## src/rtl/lsu_pkg.sv

```systemverilog
// Shared definitions for the load/store alignment sequencer.
package lsu_pkg;

    // Access size encodings; nbytes = 1 << size.
    localparam logic [1:0] SZ_B = 2'd0;
    localparam logic [1:0] SZ_H = 2'd1;
    localparam logic [1:0] SZ_W = 2'd2;
    localparam logic [1:0] SZ_D = 2'd3;

    typedef enum logic [2:0] {
        StIdle,
        StReq0,
        StWait0,
        StReq1,
        StWait1,
        StResp
    } lsuState_e;

    // Number of bytes touched by an access of the given size.
    function automatic int unsigned nBytes(input logic [1:0] size);
        return 32'd1 << size;
    endfunction

    // Byte lane offset of an address within a bus word of 'bytes' lanes.
    function automatic int unsigned laneOff(input logic [31:0] addr, input int unsigned bytes);
        return addr & (bytes - 32'd1);
    endfunction

endpackage

```

## src/rtl/lsu_be_gen.sv

```systemverilog
// Combinational lane steering: byte enables and write data across two beats,
// split detection, and load-data merge with sign/zero extension.
module lsu_be_gen
    import lsu_pkg::*;
#(
    parameter int unsigned DW = 32,
    localparam int unsigned BYTES = DW / 8,
    localparam int unsigned OW = $clog2(BYTES)
) (
    input  logic [1:0]         size_i,
    input  logic [OW-1:0]      off_i,
    input  logic               isSigned_i,
    input  logic [DW-1:0]      wdata_i,
    input  logic [DW-1:0]      rdata0_i,
    input  logic [DW-1:0]      rdata1_i,
    output logic [2*BYTES-1:0] be2_o,
    output logic [2*DW-1:0]    wd2_o,
    output logic               split_o,
    output logic               tooBig_o,
    output logic [DW-1:0]      rdata_o
);

    int unsigned         nb;
    logic [2*BYTES:0]    mask;
    logic [2*BYTES-1:0]  be2;
    logic [2*DW-1:0]     merged;
    logic [2*DW-1:0]     signShift;
    logic [DW-1:0]       keep;
    logic                sgnBit;

    // Steer store lanes / enables and assemble extended load data.
    always_comb begin
        nb        = nBytes(size_i);
        mask      = (2*BYTES+1)'((33'd1 << nb) - 33'd1);
        be2       = mask[2*BYTES-1:0] << off_i;
        be2_o     = be2;
        wd2_o     = {{DW{1'b0}}, wdata_i} << {off_i, 3'b000};
        split_o   = |be2[2*BYTES-1:BYTES];
        tooBig_o  = nb > BYTES;
        merged    = {rdata1_i, rdata0_i} >> {off_i, 3'b000};
        signShift = '0;
        sgnBit    = 1'b0;
        keep      = '1;
        if (nb < BYTES) begin
            signShift = merged >> (8 * nb - 1);
            sgnBit    = isSigned_i & signShift[0];
            keep      = ~({DW{1'b1}} << (8 * nb));
        end
        rdata_o = (merged[DW-1:0] & keep) | ({DW{sgnBit}} & ~keep);
    end

endmodule

```

## src/rtl/lsu_align_seq.sv

```systemverilog
// MEM-stage load/store alignment sequencer: one access per request, split into
// two memory beats when it crosses a bus-word boundary.
module lsu_align_seq
    import lsu_pkg::*;
#(
    parameter int unsigned DW       = 32,
    parameter int unsigned AW       = 32,
    parameter bit          SPLIT_EN = 1'b1,
    localparam int unsigned BYTES   = DW / 8,
    localparam int unsigned OW      = $clog2(BYTES)
) (
    input  logic             clk,
    input  logic             rst_n,
    input  logic             req_valid,
    output logic             req_ready,
    input  logic             req_we,
    input  logic [1:0]       req_size,
    input  logic             req_signed,
    input  logic [AW-1:0]    req_addr,
    input  logic [DW-1:0]    req_wdata,
    output logic             rsp_valid,
    output logic [DW-1:0]    rsp_rdata,
    output logic             rsp_err,
    output logic             mem_valid,
    input  logic             mem_ready,
    output logic             mem_we,
    output logic [AW-1:0]    mem_addr,
    output logic [BYTES-1:0] mem_be,
    output logic [DW-1:0]    mem_wdata,
    input  logic             mem_rvalid,
    input  logic [DW-1:0]    mem_rdata
);

    lsuState_e     stateQ, stateD;
    logic          weQ, weD;
    logic [1:0]    sizeQ, sizeD;
    logic          sgnQ, sgnD;
    logic [AW-1:0] addrQ, addrD;
    logic [DW-1:0] wdataQ, wdataD;
    logic          errQ, errD;
    logic [DW-1:0] rd0Q, rd0D;
    logic [DW-1:0] rd1Q, rd1D;

    logic               idle;
    logic [1:0]         genSize;
    logic               genSgn;
    logic [AW-1:0]      genAddr;
    logic [DW-1:0]      genWdata;
    logic [OW-1:0]      off;
    logic [2*BYTES-1:0] be2;
    logic [2*DW-1:0]    wd2;
    logic               split;
    logic               tooBig;
    logic               reqErr;
    logic [DW-1:0]      ext;
    logic [AW-1:0]      base;

    // In IDLE the generator looks at the live request so errors/splits are known
    // at acceptance; afterwards it works from the captured copy.
    always_comb begin
        idle     = (stateQ == StIdle);
        genSize  = idle ? req_size   : sizeQ;
        genSgn   = idle ? req_signed : sgnQ;
        genAddr  = idle ? req_addr   : addrQ;
        genWdata = idle ? req_wdata  : wdataQ;
        off      = OW'(laneOff(32'(genAddr), BYTES));
        reqErr   = tooBig | (split & ~SPLIT_EN);
    end

    lsu_be_gen #(
        .DW(DW)
    ) u_beGen (
        .size_i    (genSize),
        .off_i     (off),
        .isSigned_i(genSgn),
        .wdata_i   (genWdata),
        .rdata0_i  (rd0Q),
        .rdata1_i  (rd1Q),
        .be2_o     (be2),
        .wd2_o     (wd2),
        .split_o   (split),
        .tooBig_o  (tooBig),
        .rdata_o   (ext)
    );

    // State, captured request and returned beat data.
    always_ff @(posedge clk or negedge rst_n) begin
        if (!rst_n) begin
            stateQ <= StIdle;
            weQ    <= 1'b0;
            sizeQ  <= 2'd0;
            sgnQ   <= 1'b0;
            addrQ  <= '0;
            wdataQ <= '0;
            errQ   <= 1'b0;
            rd0Q   <= '0;
            rd1Q   <= '0;
        end else begin
            stateQ <= stateD;
            weQ    <= weD;
            sizeQ  <= sizeD;
            sgnQ   <= sgnD;
            addrQ  <= addrD;
            wdataQ <= wdataD;
            errQ   <= errD;
            rd0Q   <= rd0D;
            rd1Q   <= rd1D;
        end
    end

    // Next-state logic; only the handshake relevant to the current state acts.
    always_comb begin
        stateD = stateQ;
        weD    = weQ;
        sizeD  = sizeQ;
        sgnD   = sgnQ;
        addrD  = addrQ;
        wdataD = wdataQ;
        errD   = errQ;
        rd0D   = rd0Q;
        rd1D   = rd1Q;
        unique case (stateQ)
            StIdle: begin
                if (req_valid) begin
                    weD    = req_we;
                    sizeD  = req_size;
                    sgnD   = req_signed;
                    addrD  = req_addr;
                    wdataD = req_wdata;
                    errD   = reqErr;
                    rd0D   = '0;
                    rd1D   = '0;
                    stateD = reqErr ? StResp : StReq0;
                end
            end
            StReq0: begin
                if (mem_ready) stateD = weQ ? (split ? StReq1 : StResp) : StWait0;
            end
            StWait0: begin
                if (mem_rvalid) begin
                    rd0D   = mem_rdata;
                    stateD = split ? StReq1 : StResp;
                end
            end
            StReq1: begin
                if (mem_ready) stateD = weQ ? StResp : StWait1;
            end
            StWait1: begin
                if (mem_rvalid) begin
                    rd1D   = mem_rdata;
                    stateD = StResp;
                end
            end
            StResp:  stateD = StIdle;
            default: stateD = StIdle;
        endcase
    end

    // Outputs decode straight from state so mem_valid drops with reset.
    always_comb begin
        base      = {addrQ[AW-1:OW], {OW{1'b0}}};
        req_ready = idle;
        mem_valid = (stateQ == StReq0) | (stateQ == StReq1);
        mem_we    = mem_valid & weQ;
        mem_addr  = '0;
        mem_be    = '0;
        mem_wdata = '0;
        if (stateQ == StReq0) begin
            mem_addr  = base;
            mem_be    = be2[BYTES-1:0];
            mem_wdata = wd2[DW-1:0];
        end else if (stateQ == StReq1) begin
            mem_addr  = base + AW'(BYTES);
            mem_be    = be2[2*BYTES-1:BYTES];
            mem_wdata = wd2[2*DW-1:DW];
        end
        rsp_valid = (stateQ == StResp);
        rsp_err   = rsp_valid & errQ;
        rsp_rdata = (rsp_valid & ~errQ & ~weQ) ? ext : '0;
    end

endmodule
```

## config.mk

```make
export PLATFORM = sky130hd
export DESIGN_NAME = lsu_align_seq
export DESIGN_NICKNAME = d
export VERILOG_FILES = /design/src/rtl/lsu_pkg.sv /design/src/rtl/lsu_be_gen.sv /design/src/rtl/lsu_align_seq.sv
export SDC_FILE = /design/constraint.sdc
export NUM_CORES = 1
export LEC_CHECK = 0
export ABC_AREA = 1
export CAP_MARGIN = 15
export CORE_MARGIN = 2
export CORE_UTILIZATION = 55
export CTS_BUF_LIST = sky130_fd_sc_hd__clkbuf_8 sky130_fd_sc_hd__clkbuf_16
export DETAILED_ROUTE_END_ITERATION = 8
export GPL_ROUTABILITY_DRIVEN = 0
export PLACE_DENSITY = 0.95
export SLEW_MARGIN = 10
export SYNTH_ARGS = -nofsm -noshare
export SYNTH_HDL_FRONTEND = slang
export SYNTH_SLANG_ARGS = --single-unit
```

## constraint.sdc

```tcl
create_clock -name clk -period 4.05 [get_ports clk]
set_input_delay 0.81 -clock clk [delete_from_list [all_inputs] [get_ports clk]]
set_output_delay 0.81 -clock clk [all_outputs]
set_load 0.02 [all_outputs]
```

== After elaboration in Yosys (flattened, before gate mapping) ==
Index checks and enable logic that the tools add are counted.

* Bitwise logic cells: 13
* Reduce and logical (&&, ||, !) cells: 8
* $lt $le $gt $ge: 2
* Multiplexer cells: 27
* Add/subtract/negate cells: 3
* Equal/unequal tests: 10
* Shifts and indexed selects: 7

{| class="wikitable"
|+ Operators by type and width
! cell !! count
|-
| $mux W32 || 9
|-
| $pmux W32 S2 || 2
|-
| $and A32 B32 Y32 || 2
|-
| $not A32 Y32 || 2
|-
| $shl A32 B5 Y64 || 1
|-
| $shr A64 B32 Y1 || 1
|-
| $shr A64 B5 Y64 || 1
|-
| $add A32 B3 Y32 const B || 1
|-
| $gt A32 B3 Y1 const B || 1
|-
| $lt A32 B3 Y1 const B || 1
|-
| $or A32 B32 Y32 || 1
|-
| $shl A1 B2 Y32 const A || 1
|-
| $shl A1 B32 Y8 const A || 1
|-
| $shl A32 B32 Y32 const A || 1
|-
| $sub A32 B1 Y32 const B || 1
|-
| $mux W3 || 8
|-
| $pmux W3 S5 || 1
|-
| $ne A2 B2 Y1 const B || 5
|-
| $mux W4 || 2
|-
| $shl A8 B2 Y8 || 1
|-
| $sub A8 B1 Y8 const B || 1
|-
| $eq A3 B2 Y1 const B || 2
|-
| $eq A3 B3 Y1 const B || 2
|-
| $reduce_and A3 Y1 || 2
|-
| 11 further kinds || 20
|}

* Logic and storage cells: 79
* Register bits after elaboration: 136
* Input port bits: 105
* Output and inout bits: 105

== Longest topological paths before layout ==
Gate-level depths: netlist of the first run.

* Depth after elaboration: 11
* Depth in mapped cells: 14
* Depth with buffers taken out: 13

== Hierarchy ==
From an unflattened synthesis of the first run, not the netlist that was laid out.

* Cell total of the unflattened synthesis: 1460
* Area total of the unflattened synthesis: 9611.7 um^2

{| class="wikitable"
|+ By module, submodules not included
! module !! area an instance (um^2) !! times used !! cells an instance !! sequential area each (um^2)
|-
| lsu_align_seq || 7571.0 || 1 || 1034 || 3403.3
|-
| lsu_be_gen || 2040.7 || 1 || 426 || 0.0
|}

== Worst setup path before layout of the first run ==
Ideal clock, no wire load.

* Kind: reg-to-output
* Start: register stateQ[1]
* End: output port rsp_rdata[5]
* Cell stages (with the launch flop): 8
* Setup slack: 1.004 ns
* Path buffers: 2
* Data arrival time: 2.236 ns
* Required time: 3.240 ns
* Cells stage by stage: dfrtp_1 buf_2 nor3_1 inv_1 nor3_4 buf_2 o21ai_0 a31oi_1

* Elaborated cells on any way between the ends: 22
* Those cells by class: 1 x add/sub; 1 x order compare; 1 x eq/ne; 4 x shift; 6 x mux; 8 x bitwise; 1 x reduce/logical

{| class="wikitable"
|+ RTL lines
! item !! RTL line !! text
|-
| start, declared || lsu_align_seq.sv:34 || <nowiki>lsuState_e stateQ, stateD;</nowiki>
|-
| start signal, assigned || lsu_align_seq.sv:89 || <nowiki>stateQ <= StIdle;</nowiki>
|-
| start signal, assigned || lsu_align_seq.sv:99 || <nowiki>stateQ <= stateD;</nowiki>
|-
| $eq A3 B3 Y1 || lsu_align_seq.sv:177 || <nowiki>rsp_valid = (stateQ == StResp);</nowiki>
|-
| named net rsp_valid || lsu_align_seq.sv:21 || <nowiki>output logic rsp_valid,</nowiki>
|-
| $and A1 B1 Y1 (2 in series) || lsu_align_seq.sv:179 || <nowiki>rsp_rdata = (rsp_valid & ~errQ & ~weQ) ? ext : '0;</nowiki>
|-
| $mux W32 || lsu_align_seq.sv:179 ||
|-
| end, declared || lsu_align_seq.sv:22 || <nowiki>output logic [DW-1:0] rsp_rdata,</nowiki>
|}

The timed path passes the listed nets, and every way through them passes these cells.

== Worst setup path in the final report of the first run ==
* Start: input port req_addr[0]
* End: output port rsp_rdata[6]

* Longest elaborated chain between the ends: 8
* Elaborated cells on any way between the ends: 9
* Those cells by class: 2 x shift; 3 x mux; 4 x bitwise

{| class="wikitable"
|+ Ends and longest elaborated chain
! item !! RTL line !! text
|-
| start, declared || lsu_align_seq.sv:19 || <nowiki>input logic [AW-1:0] req_addr,</nowiki>
|-
| $mux W2 * || lsu_align_seq.sv:64 || <nowiki>genAddr = idle ? req_addr : addrQ;</nowiki>
|-
| $shr A64 B5 Y64 * || lsu_be_gen.sv:40 || <nowiki>merged = {rdata1_i, rdata0_i} >> {off_i, 3'b000};</nowiki>
|-
| $shr A64 B32 Y1 || lsu_be_gen.sv:45 || <nowiki>signShift = merged >> (8 * nb - 1);</nowiki>
|-
| $and A1 B1 Y1 || lsu_be_gen.sv:46 || <nowiki>sgnBit = isSigned_i & signShift[0];</nowiki>
|-
| $mux W1 || lsu_be_gen.sv:44 || <nowiki>if (nb < BYTES) begin</nowiki>
|-
| $and A32 B32 Y32 || lsu_be_gen.sv:49 || <nowiki>rdata_o = (merged[DW-1:0] & keep) | ({DW{sgnBit}} & ~keep);</nowiki>
|-
| $or A32 B32 Y32 * || lsu_be_gen.sv:49 ||
|-
| $mux W32 * || lsu_align_seq.sv:179 ||
|}

Mark *: on every way between the ends. The rest lies on a longest branch, timed or not.

==> impl_summary.md, run 1 <==
Global route
The total overflow left after global routing is 0. The largest net degree at the start of global routing is 73. The via count of the first global-routing pass is about 9,000.

The number of antenna violations at the first check in global routing was 0. The total track usage is between 30 and 40%. The wire length of the first global-routing pass is 45.3 mm.

Worst setup path
In this run the worst path has a maximum fanout of 29. The number of cells on the critical path is 10. The setup path with the least slack is of type primary input to output port. The worst path required time is approximately 3.2 ns. Grouping stages by cell kind, the critical path spends the most delay in buffers and inverters. The category of the worst setup path launch point is a primary input. For this design, the slowest cell found on the critical path is clkdlybuf4s50_1. The largest incremental delay on the critical path is 0.65 ns. The arrival time at the worst endpoint is ~3.2 ns. Counting both buffers and inverters, the worst setup path holds a total of 4. The minimum setup slack among reg-to-reg paths is ~1.4 ns.

Traced cell by cell, the critical path runs through clkdlybuf4s50_1 -> inv_1 -> nand3_1 -> nand2_2 -> buf_4 -> nand2_1 -> o21ai_0 -> o21ai_0 -> a31oi_1 -> clkdlybuf4s50_1. The type of element capturing the critical path is an output port. The worst register-to-register path has a depth of 8.

Route
The final routed DRC violation total is 0. The final route contains between 9,000 and 10,000 vias. Dividing the detail-routed via count by the number of cells gives ~6.1.

In the final routed layout, each cell accounts on average for roughly 18 um. The iteration-0 DRC count of the detailed router is 1,373. The remaining antenna violation count after routing is 0. The wire length after detailed routing is slightly below 30 mm. The length of the first detailed-routing pass in iterations is 8.

STA
The total negative setup slack is 0 ns. Setup repair after global routing could not meet its margin everywhere. The number of max-slew violations in the final report was 0. After layout, the worst path uses between 90% and 100% of the clock period. The number of hold-slack violations in the final timing report is 0. Across the routed clock network, the largest skew measured is a little under 0.008 ns.

The transition time at the pin with the least slew margin is 0.785 ns. The peak clock frequency supported by timing is about 250 MHz. The final-report setup violation count is 0. The final critical delay including setup and external delays is ~4 ns. The worst slew margin relative to its limit is 47.7%.

Yosys
The Yosys step of the flow raised 0 warnings. The number of standard cells after synthesis is ~1,200. The share of the yosys chip area belonging to registers is 37.8%. The most used flip-flop cell after synthesis is dfrtp_1. After synthesis, the share of flip-flops with an asynchronous set or reset is 100%. Summing every instance area after synthesis gives roughly 0.0085 mm^2.

After synthesis, the netlist uses 45 different library cells. Averaged over all synthesized cells, the footprint is about 7 um^2. Yosys mapped a number of flops with a built-in enable equal to 0. The number of synthesized register bits is about 130.

Pwr
Power spread over the standard cell area amounts to 870 mW/mm^2. The total chip power is roughly 10 mW. The worst-case vdd ir drop is 0.602 mV.

The static leakage is 5.38 nW.

Final layout
The library cells used most frequently in the layout, excluding fill and tap cells, are 250 x nand2_1, 216 x o21ai_0, 175 x clkdlybuf4s50_1. The layout-stage area growth over the synthesis result is 34.3%. The fraction of layout instances using a drive strength above 1 is around a tenth.

Measured on the finished design, the core utilization comes to 75.4%. The library cell used most frequently in the layout, excluding fill and tap cells, is nand2_1. The post-layout net count is roughly 1,500. 0 antenna diodes ended up in the layout. The finished cells cover 0.0115 mm^2.

Clock network
The number of hold buffers added after CTS was 0. The number of buffers created by CTS is 17. The clock transition at the register clock pins on the worst setup and hold paths after CTS is 0.06 ns. The H-tree was split into 4 levels. The root cell of the clock tree is clkbuf_16. The number of clock sinks seen by CTS is ~130. The clock reaches the later pin of the worst-skew pair after 0.43 ns. Counting along the longest clock path gives a buffer depth of 2.

The TritonCTS clock tree is built.

Die
The die boundary height is about 130 um. Pin placement for this block handled 210 I/O pins. The core outline area is between 0.015 and 0.02 mm^2. The starting density of the core is 56.1%. The initialized floorplan defines 45 standard-cell rows.

The width of the chip is between 100 and 150 um. The area of the die is approximately 0.017 mm^2.

Placement
Summing all placed instances gives a cell area of 0.0107 mm^2. The placed wire-length estimate is 20.1 mm. The count of buffers added on input and output ports is around 210.

Min path
The path category of the worst min-delay check is primary input to async pin.

Run status
The run finished with clean final reports.

Job
Max-cap violations in this run came to 0.
-- flip-flops by register name (all words and copies together) (netlist names) --
name and count:
addrQ 32, errQ 1, rd0Q 32, rd1Q 25, sgnQ 1, sizeQ 2, stateQ 3, wdataQ 32
weQ 1
-- cell type report --
class	instances	area [um^2]
clock buffer	17	425
clock inverter	15	183
fill	1051	3740
inverter	157	596
multi-input combinational	861	4410
sequential	129	3230
tap	188	235
timing repair buffer	238	2390
-- Yosys cell counts, types with 2 or more instances --
cell type	number	area share (%)
mux2_2	12	1.6
a21oi_1	47	2.8
a32o_1	2	0.23
xor2_1	7	0.72
o21ai_1	5	0.29
nand4_1	9	0.66
nand2_4	4	0.53
nor2_1	82	3.6
inv_2	9	0.40
o221ai_1	9	0.92
a21oi_2	20	2.1
dfrtp_1	129	38
o22ai_1	32	2.3
buf_4	4	0.35
buf_2	34	2.0
or2_2	2	0.15
nand2_2	7	0.51
o211ai_1	12	1.1
nor2_4	3	0.40
nor4_1	2	0.15
clkinv_1	3	0.13
o31ai_1	2	0.18
nand2_1	252	11
a22oi_1	3	0.26
o21ai_0	217	13
nor2_2	5	0.37
nor3_1	12	0.70
inv_1	145	6.4
a31oi_1	9	0.66
buf_6	4	0.53
nor3_2	4	0.47
clkbuf_1	31	1.4
nand3_1	91	5.3
-- metal layers --
| metal | share of wire (%) | vias up | track usage, % |
|---|---|---|---|
| met2 | 46 | 769 | 55.3 |
| met1 | 38 | 4484 | 45.1 |
| met3 | 12 | 138 | 8.52 |
| li1 | - | 4422 | - |
| met5 | 0 | - | 0 |
| met4 | 4.3 | 0 | 15.1 |
-- cells by family (layout without fill, tap and decap cells) --
| group | after synthesis | after routing | share of synthesized area (%) |
|---|---|---|---|
| mux | 12 | 12 | 1.58 |
| fa+ha+maj | 1 | 1 | 0.147 |
| xor+xnor | 7 | 7 | 0.718 |
| compound gates | 363 | 363 | 24.0 |
| flops | 129 | 129 | 37.8 |
| other cells | 1 | 2 | 0.0439 |
| simple gates | 476 | 476 | 24.5 |
| buf+inv | 232 | 427 | 11.2 |
-- per-stage QoR --
stage	hold WS, ns	cells	setup slack, ns
after CTS	0.477	1605	0.00762
after floorplan	0.448	1222	1.00
after detailed placement	0.468	1573	0.00569
after global placement	0.461	1573	0.0956
final	0.442	1605	0.0466
after global routing	0.500	1605	-0.0217
-- path summary, 6_finish.rpt --
check	startpoint	endpoint
min in group clk	wdataQ[16]$_DFFE_PN0P_	wdataQ[16]$_DFFE_PN0P_
hold / removal	rst_n	addrQ[21]$_DFFE_PN0P_
setup reg to reg	stateQ[0]$_DFFE_PN0P_	rd0Q[30]$_DFFE_PN0P_
hold reg to reg	wdataQ[16]$_DFFE_PN0P_	wdataQ[16]$_DFFE_PN0P_
max in group asynchronous	rst_n	rd0Q[24]$_DFFE_PN0P_
setup / recovery	req_addr[0]	rsp_rdata[6]
-- repair_timing --
| item | 4_1_cts | 5_1_grt |
|---|---|---|
| gates resized for setup | 1 | 40 |
| setup buffers | 0 | 0 |
| endpoints found under the setup margin | 1 | 47 |
-- where the power goes --
group	switching [mW]	internal, mW
clock	0.628	0.975
combinational	4.05	2.15
sequential	0.385	1.78
total	5.07	4.91
Note: power is estimated with default switching activity, not from simulation.
==> run 2, diff against run 1 <==
--- a/config.mk
+++ b/config.mk
@@ -6,6 +6,7 @@
 export NUM_CORES = 1
 export LEC_CHECK = 0
 export ABC_AREA = 1
+export ABC_CLOCK_PERIOD_IN_PS = 4050
 export CAP_MARGIN = 15
 export CORE_MARGIN = 2
 export CORE_UTILIZATION = 55
==> results of run 2 <==
No change in the layout: final DEF, timing and power equal those of run 1.
==> run 3, diff against run 2 <==
--- a/config.mk
+++ b/config.mk
@@ -14,7 +14,8 @@
 export DETAILED_ROUTE_END_ITERATION = 8
 export GPL_ROUTABILITY_DRIVEN = 0
 export PLACE_DENSITY = 0.95
-export SLEW_MARGIN = 10
+export SLEW_MARGIN = 0
 export SYNTH_ARGS = -nofsm -noshare
 export SYNTH_HDL_FRONTEND = slang
 export SYNTH_SLANG_ARGS = --single-unit
+export TNS_END_PERCENT = 5
==> results of run 3 <==
No change in the layout: final DEF, timing and power equal those of run 1.
